$ cat src/rtl/rns_33_32_31_pkg.sv
// Shared constants and FSM state type for the {33, 32, 31} RNS reverse converter.
package rns_33_32_31_pkg;

    localparam int unsigned M1   = 33;
    localparam int unsigned M2   = 32;
    localparam int unsigned M3   = 31;
    localparam int unsigned M    = 32736;

    localparam int unsigned W1   = 6;
    localparam int unsigned W2   = 5;
    localparam int unsigned W3   = 5;
    localparam int unsigned WACC = 10;
    localparam int unsigned WOUT = 15;

    typedef enum logic [2:0] {
        IDLE,
        ADD1,
        SUB,
        ADD2,
        DONE
    } state_t;

endpackage

$ cat src/rtl/add_mod_1023.sv
// Combinational end-around-carry adder modulo 1023; a sum of exactly 1023 folds to 0.
module add_mod_1023
    import rns_33_32_31_pkg::*;
(
    input  logic [WACC-1:0] p,
    input  logic [WACC-1:0] q,
    output logic [WACC-1:0] sum_c
);

    logic [WACC:0] s;
    logic [WACC:0] s1;

    assign s     = {1'b0, p} + {1'b0, q};
    assign s1    = s + (WACC+1)'(1);
    assign sum_c = s1[WACC] ? s1[WACC-1:0] : s[WACC-1:0];

endmodule

$ cat src/rtl/rns_rev_seq_33_32_31.sv
// Sequential RNS {33,32,31} -> binary converter with valid/ready on both sides.
// Optional residue range check is built when RNS_REV_RANGE_CHK_EN is defined.
module rns_rev_seq_33_32_31
    import rns_33_32_31_pkg::*;
#(
    parameter int unsigned TAG_W = 4
)
(
    input  logic             clk,
    input  logic             rst,
    input  logic             in_valid,
    output logic             in_ready,
    input  logic [W1-1:0]    x1,
    input  logic [W2-1:0]    x2,
    input  logic [W3-1:0]    x3,
    input  logic [TAG_W-1:0] in_tag,
    output logic             out_valid,
    input  logic             out_ready,
    output logic [WOUT-1:0]  out,
    output logic [TAG_W-1:0] out_tag,
    output logic             out_err
);

    state_t            state;
    state_t            state_next;
    logic [W1-1:0]     r1;
    logic [W2-1:0]     r2;
    logic [W3-1:0]     r3;
    logic [TAG_W-1:0]  tag_q;
    logic [WACC-1:0]   acc;
    logic [WACC-1:0]   tmp;
    logic              bx;
    logic [WACC-1:0]   a1;
    logic [WACC-1:0]   a2;
    logic [WACC-1:0]   a3;
    logic [WACC-1:0]   d;
    logic [WACC-1:0]   add_p;
    logic [WACC-1:0]   add_q;
    logic [WACC-1:0]   add_sum;

    // Multiplicative-inverse coefficients expressed as rotations of the residues
    assign bx = r1[5] ^ r1[0];
    assign a1 = {bx, r1[4:1], bx, r1[4:1]};
    assign a2 = {~r2, 5'b11111};
    assign a3 = {r3[0], r3[4:1], r3[0], r3[4:1]};
    assign d  = a1 - WACC'(r1);

    add_mod_1023 u_add (
        .p     (add_p),
        .q     (add_q),
        .sum_c (add_sum)
    );

    always_ff @(posedge clk) begin
        if (rst) state <= IDLE;
        else     state <= state_next;
    end

    // Next state and shared-adder operand selection
    always_comb begin
        state_next = state;
        add_p      = a2;
        add_q      = a3;
        case (state)
            IDLE: if (in_valid) state_next = ADD1;
            ADD1: state_next = SUB;
            SUB:  state_next = ADD2;
            ADD2: begin
                add_p      = acc;
                add_q      = tmp;
                state_next = DONE;
            end
            DONE: if (out_ready) state_next = IDLE;
            default: state_next = IDLE;
        endcase
    end

`ifdef RNS_REV_RANGE_CHK_EN
    logic err_q;
`else
    assign out_err = 1'b0;
`endif

    always_ff @(posedge clk) begin
        if (rst) begin
            r1        <= '0;
            r2        <= '0;
            r3        <= '0;
            tag_q     <= '0;
            acc       <= '0;
            tmp       <= '0;
            out       <= '0;
            out_tag   <= '0;
            in_ready  <= 1'b1;
            out_valid <= 1'b0;
`ifdef RNS_REV_RANGE_CHK_EN
            err_q     <= 1'b0;
            out_err   <= 1'b0;
`endif
        end else begin
            in_ready  <= (state_next == IDLE);
            out_valid <= (state_next == DONE);
            case (state)
                IDLE: if (in_valid) begin
                    r1    <= x1;
                    r2    <= x2;
                    r3    <= x3;
                    tag_q <= in_tag;
`ifdef RNS_REV_RANGE_CHK_EN
                    err_q <= (x1 > W1'(M1 - 1)) | (x3 == W3'(M3));
`endif
                end
                ADD1: acc <= add_sum;
                SUB:  tmp <= d;
                ADD2: begin
                    out     <= {add_sum, r2};
                    out_tag <= tag_q;
`ifdef RNS_REV_RANGE_CHK_EN
                    out_err <= err_q;
`endif
                end
                default: ;
            endcase
        end
    end

endmodule
$ cat config.mk
export PLATFORM = sky130hd
export DESIGN_NAME = rns_rev_seq_33_32_31
export DESIGN_NICKNAME = d
export VERILOG_FILES = /design/src/rtl/rns_33_32_31_pkg.sv /design/src/rtl/add_mod_1023.sv /design/src/rtl/rns_rev_seq_33_32_31.sv
export SDC_FILE = /design/constraint.sdc
export NUM_CORES = 1
export LEC_CHECK = 0
export ABC_AREA = 1
export CAP_MARGIN = 25
export CORE_MARGIN = 2
export CORE_UTILIZATION = 51
export CTS_CLUSTER_DIAMETER = 150
export DETAILED_ROUTE_END_ITERATION = 12
export GPL_ROUTABILITY_DRIVEN = 0
export GPL_TIMING_DRIVEN = 0
export PLACE_DENSITY = 0.77
export SLEW_MARGIN = 20
export SYNTH_ARGS = -nofsm -noshare
export SYNTH_HDL_FRONTEND = slang
export SYNTH_SLANG_ARGS = --single-unit
$ cat constraint.sdc
create_clock -name clk -period 3.2 [get_ports clk]
set_input_delay 0.48 -clock clk [delete_from_list [all_inputs] [get_ports clk]]
set_output_delay 0.48 -clock clk [all_outputs]
set_load 0.02 [all_outputs]
; ---- Word-level counts from Yosys, hierarchy flattened
; Index checks and enable logic that the tools add are counted.
; Widths: inputs -> output; s select.
[op_classes]
muxes = 6
n_eq_ne = 5
shift = 0
magnitude_cmp = 0
add_sub_neg = 3
bitwise = 2
div = 0
n_reduce_logical = 3
mul = 0
[op_table]
columns = op, n
row1 = $mux 10, 3
row2 = $pmux 3 s5, 1
row3 = $add 10x10->11, 1
row4 = $add 11x1->11 const B, 1
row5 = $sub 10x6->10, 1
row6 = $eq 3x2->1 const B, 2
row7 = $eq 3x3->1 const B, 2
row8 = $logic_not 3->1, 2
row9 = $mux 3, 2
row10 = $not 5->5, 1
row11 = $eq 3x1->1 const B, 1
row12 = $reduce_and 2->1, 1
row13 = $xor 1x1->1, 1
[word_totals]
memories = 0
output_inout_bits = 22
ram_bits = 0
rom_bits = 0
word_cells = 30
in_bits = 24
latch_bits = 0
regBits = 64

; ---- Logic depth before layout (Yosys ltp)
; Gate-level depths: netlist of run 1.
[depth]
depth_word = 5
depth_mapped = 24
depth_no_buf = 23

; ---- Modules after synthesis
; From an unflattened synthesis of run 1, not the netlist that was laid out.
[unflattened]
cells_unflattened = 584
area_unflattened_um2 = 3812.4
[modules_own_cells]
columns = mod, instances, seq_area_each_um2, cells_per_inst, area_each_um2
row1 = rns_rev_seq_33_32_31, 1, 1281.2, 388, 2805.2
row2 = add_mod_1023, 1, 0.0, 196, 1007.2

; ---- Least setup slack after synthesis of run 1
; OpenSTA, ideal clock, no wires.
[synth_path]
kind = register -> register
start = register state[0]
end = register out[14]
path_buffers = 3
path_stages_with_launch = 23
arrival_time_ps = 3233
path_slack_ps = -142
required_time_ps = 3091
synth_period_minus_slack_ps = 3342
setup_ps = 109
cell_sequence = dfxtp_1 inv_1 nor3_1 clkbuf_1 clkbuf_1 nand2_1 ha_1 inv_1 fa_1 inv_1 ha_1 inv_1 nor2_1 nand3_2 nor2_2 nand3_2 nor2_4 nand3_2 buf_6 nand3_2 nand3_1 nand2_1 inv_1
[synth_via]
elab_chain_len = 5
elab_cells_between_ends = 6
classes_between = add/sub (2) / eq/ne (1) / mux (3)
[synth_lines]
columns = item, line_no
row1 = start: declaration, rns_rev_seq_33_32_31.sv:24  ; state_t state;
row2 = start signal: assignment, rns_rev_seq_33_32_31.sv:56  ; else state <= state_next;
row3 = $eq 3x2->1 (*), "rns_rev_seq_33_32_31.sv:64, rns_rev_seq_33_32_31.sv:103"
row4 = $mux 10, rns_rev_seq_33_32_31.sv:64  ; case (state)
row5 = $add 10x10->11, add_mod_1023.sv:13  ; assign s = {1'b0, p} + {1'b0, q};
row6 = $add 11x1->11, add_mod_1023.sv:14  ; assign s1 = s + (WACC+1)'(1);
row7 = $mux 10, add_mod_1023.sv:15  ; assign sum_c = s1[WACC] ? s1[WACC-1:0] : s[WACC-1:0];
row8 = end signal: assignment, rns_rev_seq_33_32_31.sv:116  ; out <= {add_sum, r2};
row9 = end: declaration, rns_rev_seq_33_32_31.sv:19  ; output logic [WOUT-1:0] out,
; Every way passes the cells marked *; elsewhere a longest branch is shown, timed or not.
; A chain may end at the register's enable or synchronous reset.

; ---- Worst setup path after layout of run 1
[layout_path]
start = register state[0]
end = register out[8]
; The elaborated chain is that of the path after synthesis.

==> impl_metrics.yaml, run 1 <==
worst_hold_path:
  min_from: "tag_q[2]$_SDFFE_PP0P_"
  hp-class: "register to register"
worst_setup_path:
  cp.arrival_ns: 3.48
  crit_start: "state[0]$_SDFF_PP0_"
  end_kind: "register"
  path_class: "register to register"
  rr_startpoint: "state[0]$_SDFF_PP0_"
  critPathMaxFanout: 5
  cp.required_ns: 3.48
  start_kind: "register"
  rrSetupSlack_ns: -0.006
synthesis:
  synth-xor-area-share_pct: 3.18
  yosysUniqueCellTypes: 35
  synth_top_family_by_area: "simple AND/OR/NAND/NOR gates"
  netlist_instances: 568
  ys_warn_count: 0
  synth-adder-area-share_pct: 7.21
  synth_area_sq_um: 3850
  synth-seq-cells: 64
  synth_compound_area_share_pct: 13.6
  ys_seq_area_share_pct: 33.2
  yosys-mux-area-fraction_pct: 0
  synthSimpleGateAreaFrac_pct: 31.2
  syn-mean-instance-area_sq_um: 6.78
  postSynthNetCount: 613
drt:
  firstDrtPassIters: 4
  routed_via_density: 5.30
  drtAntennaViolNets: 0
  drc: 0
  avgRoutedWirePerCell_microns: 14.1
  drt-initial-drc-count: 181
  detailroute.via_count: 3951
  routed_wl_mm: 10.5
sta:
  finClkSkew_ns: 0.0192
  setup-violations-final: 1
  rsz0062_at_grt: "yes"
  slew_violations: 0
  slew_headroom_pct: 55.2
  worst_slack_ns: -0.00589
  fmax_mhz: 312
  tightestPinTransition_ns: 0.672
  timing.final.hold_violations: 0
  fin_crit_sh_pct: 100
  fin_crit_ns: 3.21
place:
  dp_slack_ns: -0.426
  hpwl_mm: 7.16
  io_buffers: 43
  post-place-cells: 710
status:
  failed_checks: "negative setup slack"
  status: "finished, violations left"
global_route:
  grt_util_met2_pct: 43.5
  top_usage_layer: "met2"
  grt_overflow: 0
  grtUsageMet3_pct: 4.84
  first_global_vias: 3829
  use_met1_pct: 31.4
  grt_usage_pct: 25.6
  grt_pass1_wl_mm: 17.3
  antenna_found_initial: 0
  grt_start_max_net_pins: 14
clock_network:
  cts_made_buffers: 9
  clkTransAtPathRegs_ns: 0.09
  cts_sinks: 64
  clk_root_buffer_cell: "clkbuf_8"
  holdBufCountCts: 0
  insertion_delay_ns: 0.37
  clock_path_buffers: 2
  tritoncts: "built"
  htree_levels: 3
pwr:
  power_density_nw_per_um2: 661
  clock_power_share_pct: 24.1
  ir_drop_v: 0.000371
  power.leakage_nw: 2.46
  combPwrFrac_pct: 48.1
  pwr-share-seq_pct: 27.7
  p_sw_mw: 1.41
  power.share.switching_pct: 42.0
  p_int_mw: 1.94
floorplan:
  dieArea_sq_um: 8270
  die_x_microns: 90.9
  coreArea_sq_um: 7290
  start_util_pct: 52.8
  rows: 31
  ioPinCount: 46
  die_y_microns: 90.9
finish:
  layout_common_cells: "90 x nand2_1, 84 x nor2_1, 80 x inv_1"
  drive_gt1_share_pct: 18.1
  fin_nets: 686
  fill_cells: 580
  syn2layout_area_growth_pct: 31.4
  antenna_cells: 0
  stdcell_count: 745
  layout_commonest_cell: "nand2_1"
run:
  drv_cap: 0
==> critical path, stage by stage, from the launching register on <==
cell      delay (ns)
dfxtp_2         0.35
inv_2           0.05
nor3_4          0.22
clkbuf_8        0.20
or2_4           0.12
o21ai_2         0.04
inv_1           0.05
ha_2            0.18
inv_2           0.04
fa_1            0.44
inv_2           0.09
ha_4            0.13
inv_2           0.04
nor2_2          0.08
nand3_2         0.10
nor2_4          0.11
nand3_2         0.09
nor2_4          0.14
nand3_4         0.15
buf_16          0.18
nand3b_4        0.08
nand3_2         0.09
nand2_1         0.10
inv_1           0.04
==> cells in the mapped netlist <==
cell / n / area, sq um
a21oi_1: 25 / 125
a21oi_2: 1 / 8.76
a31oi_1: 1 / 6.26
buf_1: 1 / 3.75
buf_12: 1 / 20.0
buf_4: 1 / 7.51
buf_6: 1 / 11.3
clkbuf_1: 17 / 63.8
clkinv_1: 3 / 11.3
conb_1: 1 / 3.75
dfxtp_1: 64 / 1280
fa_1: 2 / 40.0
ha_1: 19 / 238
inv_1: 87 / 327
nand2_1: 101 / 379
nand2_2: 4 / 25.0
nand2_4: 1 / 11.3
nand3_1: 36 / 180
nand3_2: 13 / 130
nand3b_1: 2 / 15.0
nand3b_4: 2 / 40.0
nand4_1: 2 / 12.5
nor2_1: 85 / 319
nor2_2: 2 / 12.5
nor2_4: 1 / 11.3
nor3_1: 5 / 25.0
o211ai_1: 1 / 7.51
o21a_1: 6 / 45.0
o21ai_0: 57 / 285
o21bai_1: 5 / 37.5
o31ai_1: 1 / 7.51
or2_2: 5 / 31.3
or2_4: 1 / 8.76
xnor2_1: 3 / 26.3
xor2_1: 11 / 96.3
==> path summary, 6_finish.rpt <==
check / end / cells past startpoint
setup / recovery: out[8]$_SDFFE_PP0N_ / 23
setup reg to reg: out[8]$_SDFFE_PP0N_ / 23
hold / removal: out_tag[2]$_SDFFE_PP0N_ / 2
hold reg to reg: out_tag[2]$_SDFFE_PP0N_ / 2
==> timing repair <==
action,in CTS,in global routing
pin swaps,26,12
setup buffers,10,7
gates cloned,1,0
endpoints found under the hold margin,0,0
resized for setup,43,30
endpoints found under the setup margin,20,20
==> per-stage QoR <==
stage	area [sq um]	setup TNS, ns	hold WS [ns]	power, mW	util [%]
4_1_cts	4910	-0.428	0.493	3.14	67.3
2_1_floorplan	3860	0	0.450	1.93	-
3_3_place_gp	4420	-6.23	0.472	2.17	60.6
5_1_grt	5060	-3.71	0.511	3.56	69.4
6_report	5060	-0.00589	0.488	3.35	69.4
3_5_place_dp	4420	-7.96	0.481	2.21	60.6
==> kinds of logic after synthesis <==
logic type / Yosys count
XOR/XNOR: 14
adder cells (fa/ha/maj): 21
flip-flops: 64
buffers and inverters: 111
other: 1
AND/OR/NAND/NOR: 260
AO/OA/AOI/OAI: 97
==> metal layers <==
metal | part of all wire [%] | up-vias
li1 | - | 1943
met2 | 49 | 121
met3 | 5.0 | 33
met4 | 2.9 | 0
met1 | 43 | 1854
met5 | 0 | -
==> registers in the layout, indices dropped and copies added, names as in the netlist <==
register,count
out,15
acc,10
tmp,10
r1,6
r2,5
r3,5
out_tag,4
tag_q,4
state,3
in_ready,1
out_valid,1
==> layout make-up <==
class / count / area, sq um / area share [%]
Sequential cell: 64 / 1280 / 25.4
Clock inverter: 7 / 103 / 2.03
Inverter: 90 / 338 / 6.67
Tap cell: 99 / 124 / 2.45
Multi-Input combinational cell: 393 / 2350 / 46.4
Timing Repair Buffer: 62 / 591 / 11.7
Buffer: 21 / 149 / 2.94
Clock buffer: 9 / 124 / 2.45
==> power groups by stage <==
| stage | sequential, mW | combinational [mW] | clock, mW |
|---|---|---|---|
| after global placement | 0.940 | 1.23 | 0 |
| after CTS | 0.925 | 1.41 | 0.808 |
| after floorplan | 0.942 | 0.988 | 0 |
| after global routing | 0.937 | 1.78 | 0.842 |
| final | 0.929 | 1.61 | 0.808 |
| after detailed placement | 0.941 | 1.27 | 0 |
No activity file was read; power rests on OpenSTA's default activity.
==> run 2: changes to the inputs <==
--- a/config.mk
+++ b/config.mk
@@ -7,7 +7,7 @@
 export LEC_CHECK = 0
 export ABC_AREA = 1
 export CAP_MARGIN = 25
-export CORE_MARGIN = 2
+export CORE_MARGIN = 1.5
 export CORE_UTILIZATION = 51
 export CTS_CLUSTER_DIAMETER = 150
 export DETAILED_ROUTE_END_ITERATION = 12
==> run 2 against run 1 <==
Net effect: the flow still finishes with violations (negative setup slack); setup slack got worse by 0.14 ns; via count increased by 0.43%; critical path depth increased by 1; clock power increased by 1%; wire length increased by 5.8%; cell area increased by 2.2%; core utilization increased by 1.5 points; global-route usage increased by 0.30 points; die area decreased by 2.2%; fmax decreased by 4.2%.
==> impl_metrics.yaml, run 2 (synthesis gave the netlist of run 1 again) <==
pwr:
  power_mw: 3.49
  power_density_nw_per_um2: 674
  p_int_mw: 1.99
  power.leakage_nw: 2.52
  clock_power_share_pct: 23.4
  p_sw_mw: 1.49
  pwr-share-seq_pct: 26.7
  combPwrFrac_pct: 49.9
  power.share.switching_pct: 42.8
  ir_drop_v: 0.000363
worst_setup_path:
  rrSetupSlack_ns: -0.15
  path_delay_family: "simple AND/OR/NAND/NOR gates"
  timing.rr.end: "acc[3]$_SDFFE_PP0N_"
  cp_num_cells: 24
  cp_num_buf_inv: 7
  cp.arrival_ns: 3.61
  cp.required_ns: 3.46
  rr_startpoint: "state[0]$_SDFF_PP0_"
  crit_end: "acc[3]$_SDFFE_PP0N_"
  critPathMaxFanout: 5
  slowest_stage: "fa_1"
  start_kind: "register"
  end_kind: "register"
  worst_r2r_path_depth: 24
  critical_path.max_stage_delay_ns: 0.45
  crit_start: "state[0]$_SDFF_PP0_"
  path_class: "register to register"
  path_cells: "inv_2, nor3_4, clkbuf_8, or2_4, o21ai_2, inv_1, ha_2, inv_2, fa_1, inv_2, ha_4, inv_4, nor2_4, nand3_2, nor2_4, nand3_2, nor2_4, nand2_2, nand2_8, nand2_8, nand2_2, nand3_1, nand2_1, inv_1"
clock_network:
  cts_made_buffers: 9
  clock_path_buffers: 2
  cts_sinks: 64
  holdBufCountCts: 0
  tritoncts: "built"
  clk_root_buffer_cell: "clkbuf_8"
  htree_levels: 3
  clkTransAtPathRegs_ns: 0.09
  insertion_delay_ns: 0.36
sta:
  slew_violations: 0
  holdWs_ns: 0.496
  rsz0062_at_grt: "yes"
  fin_crit_ns: 3.35
  setup-violations-final: 19
  worst_slack_ns: -0.145
  finClkSkew_ns: 0.0144
  slew_headroom_pct: 57.4
  timing.final.hold_violations: 0
  tightestPinTransition_ns: 0.634
  fin_crit_sh_pct: 105
  fmax_mhz: 299
status:
  failed_checks: "negative setup slack"
  status: "finished, violations left"
floorplan:
  ioPinCount: 46
  coreArea_sq_um: 7290
  dieArea_sq_um: 8090
  die_y_microns: 89.9
  rows: 31
  die_x_microns: 89.9
  start_util_pct: 52.8
finish:
  fill_cells: 560
  fin_nets: 690
  layout_commonest_cell: "nand2_1"
  antenna_cells: 0
  multi_input_area_sq_um: 2400
  largest_reg_flops: 15
  seq_area_sq_um: 1280
  stdcell_count: 749
  reg.largest.list: "out (15), acc (10), tmp (10)"
  regMostFlops: "out"
  layout_common_cells: "90 x nand2_1, 84 x nor2_1, 80 x inv_1"
  drive_gt1_share_pct: 18.5
  syn2layout_area_growth_pct: 34.3
  utilization_pct: 71.0
drt:
  drtAntennaViolNets: 0
  firstDrtPassIters: 5
  drc: 0
  routed_via_density: 5.30
  routed_wl_mm: 11.1
  avgRoutedWirePerCell_microns: 14.8
  detailroute.via_count: 3968
  drt-initial-drc-count: 202
place:
  post-place-cells: 710
  hpwl_mm: 7.19
  io_buffers: 43
global_route:
  grt_overflow: 0
  grt_start_max_net_pins: 14
  first_global_vias: 3794
  antenna_found_initial: 0
  grt_pass1_wl_mm: 17.0
  grt_usage_pct: 25.9
run:
  drv_cap: 0
worst_hold_path:
  hp-class: "register to register"
run 2: per-stage QoR:
step                      area (sq um)  setup TNS [ns]  setup slack, ns
after floorplan                   3860               0           0.0800
after global placement            4420           -6.25           -0.337
after detailed placement          4420           -7.86           -0.418
after CTS                         4860          -0.816          -0.0568
after global routing              5170           -4.57           -0.291
final                             5170           -1.38           -0.145
run 2: worst register-to-register path: stages (launching register included):
cell and delay (ns):
dfxtp_2 0.35, inv_2 0.05, nor3_4 0.24, clkbuf_8 0.20
or2_4 0.12, o21ai_2 0.04, inv_1 0.05, ha_2 0.18
inv_2 0.04, fa_1 0.45, inv_2 0.09, ha_4 0.14
inv_4 0.04, nor2_4 0.09, nand3_2 0.10, nor2_4 0.11
nand3_2 0.09, nor2_4 0.15, nand2_2 0.11, nand2_8 0.14
nand2_8 0.09, nand2_2 0.09, nand3_1 0.11, nand2_1 0.12
inv_1 0.06
run 2: layer usage:
layer  up-vias  routed length [microns]  global-route usage (%)
li1       1946                        -                       -
met1      1865                     4740                    30.9
met2       126                     5460                    45.4
met3        31                      540                    4.65
met4         0                      367                    11.4
met5         -                        0                       0
run 2: worst min-delay path by stage:
stage	from	to	slack [ns]	depth (start not counted)
finish	r1[5]$_SDFFE_PP0P_	r1[5]$_SDFFE_PP0P_	0.50	2
CTS	tag_q[1]$_SDFFE_PP0P_	out_tag[1]$_SDFFE_PP0N_	0.50	2
global route	r1[5]$_SDFFE_PP0P_	r1[5]$_SDFFE_PP0P_	0.51	2
detailed placement	tag_q[2]$_SDFFE_PP0P_	out_tag[2]$_SDFFE_PP0N_	0.48	2
floorplan	tag_q[0]$_SDFFE_PP0P_	out_tag[0]$_SDFFE_PP0N_	0.45	2
global placement	tag_q[0]$_SDFFE_PP0P_	out_tag[0]$_SDFFE_PP0N_	0.47	2
run 2: layout make-up:
type | count | area share, %
plain buffers | 20 | 2.95
inverters | 90 | 6.58
clock buffers | 9 | 2.39
flip-flops and latches | 64 | 24.8
multi-input cells | 394 | 46.4
repair buffers | 66 | 12.5
clock inverters | 7 | 1.93
well taps | 99 | 2.39
run 2: power by group through the flow:
stage	sequential (mW)	combinational (mW)	clock (mW)
finish	0.930	1.74	0.816
global placement	0.940	1.23	0
detailed placement	0.941	1.27	0
CTS	0.926	1.38	0.802
global route	0.937	1.90	0.844
floorplan	0.942	0.988	0
run 2: what timing repair did:
item	in CTS	in global routing
setup endpoints to repair	20	20
pin swaps	7	20
setup buffers	10	10
gates resized for setup	35	44
gates cloned	1	2
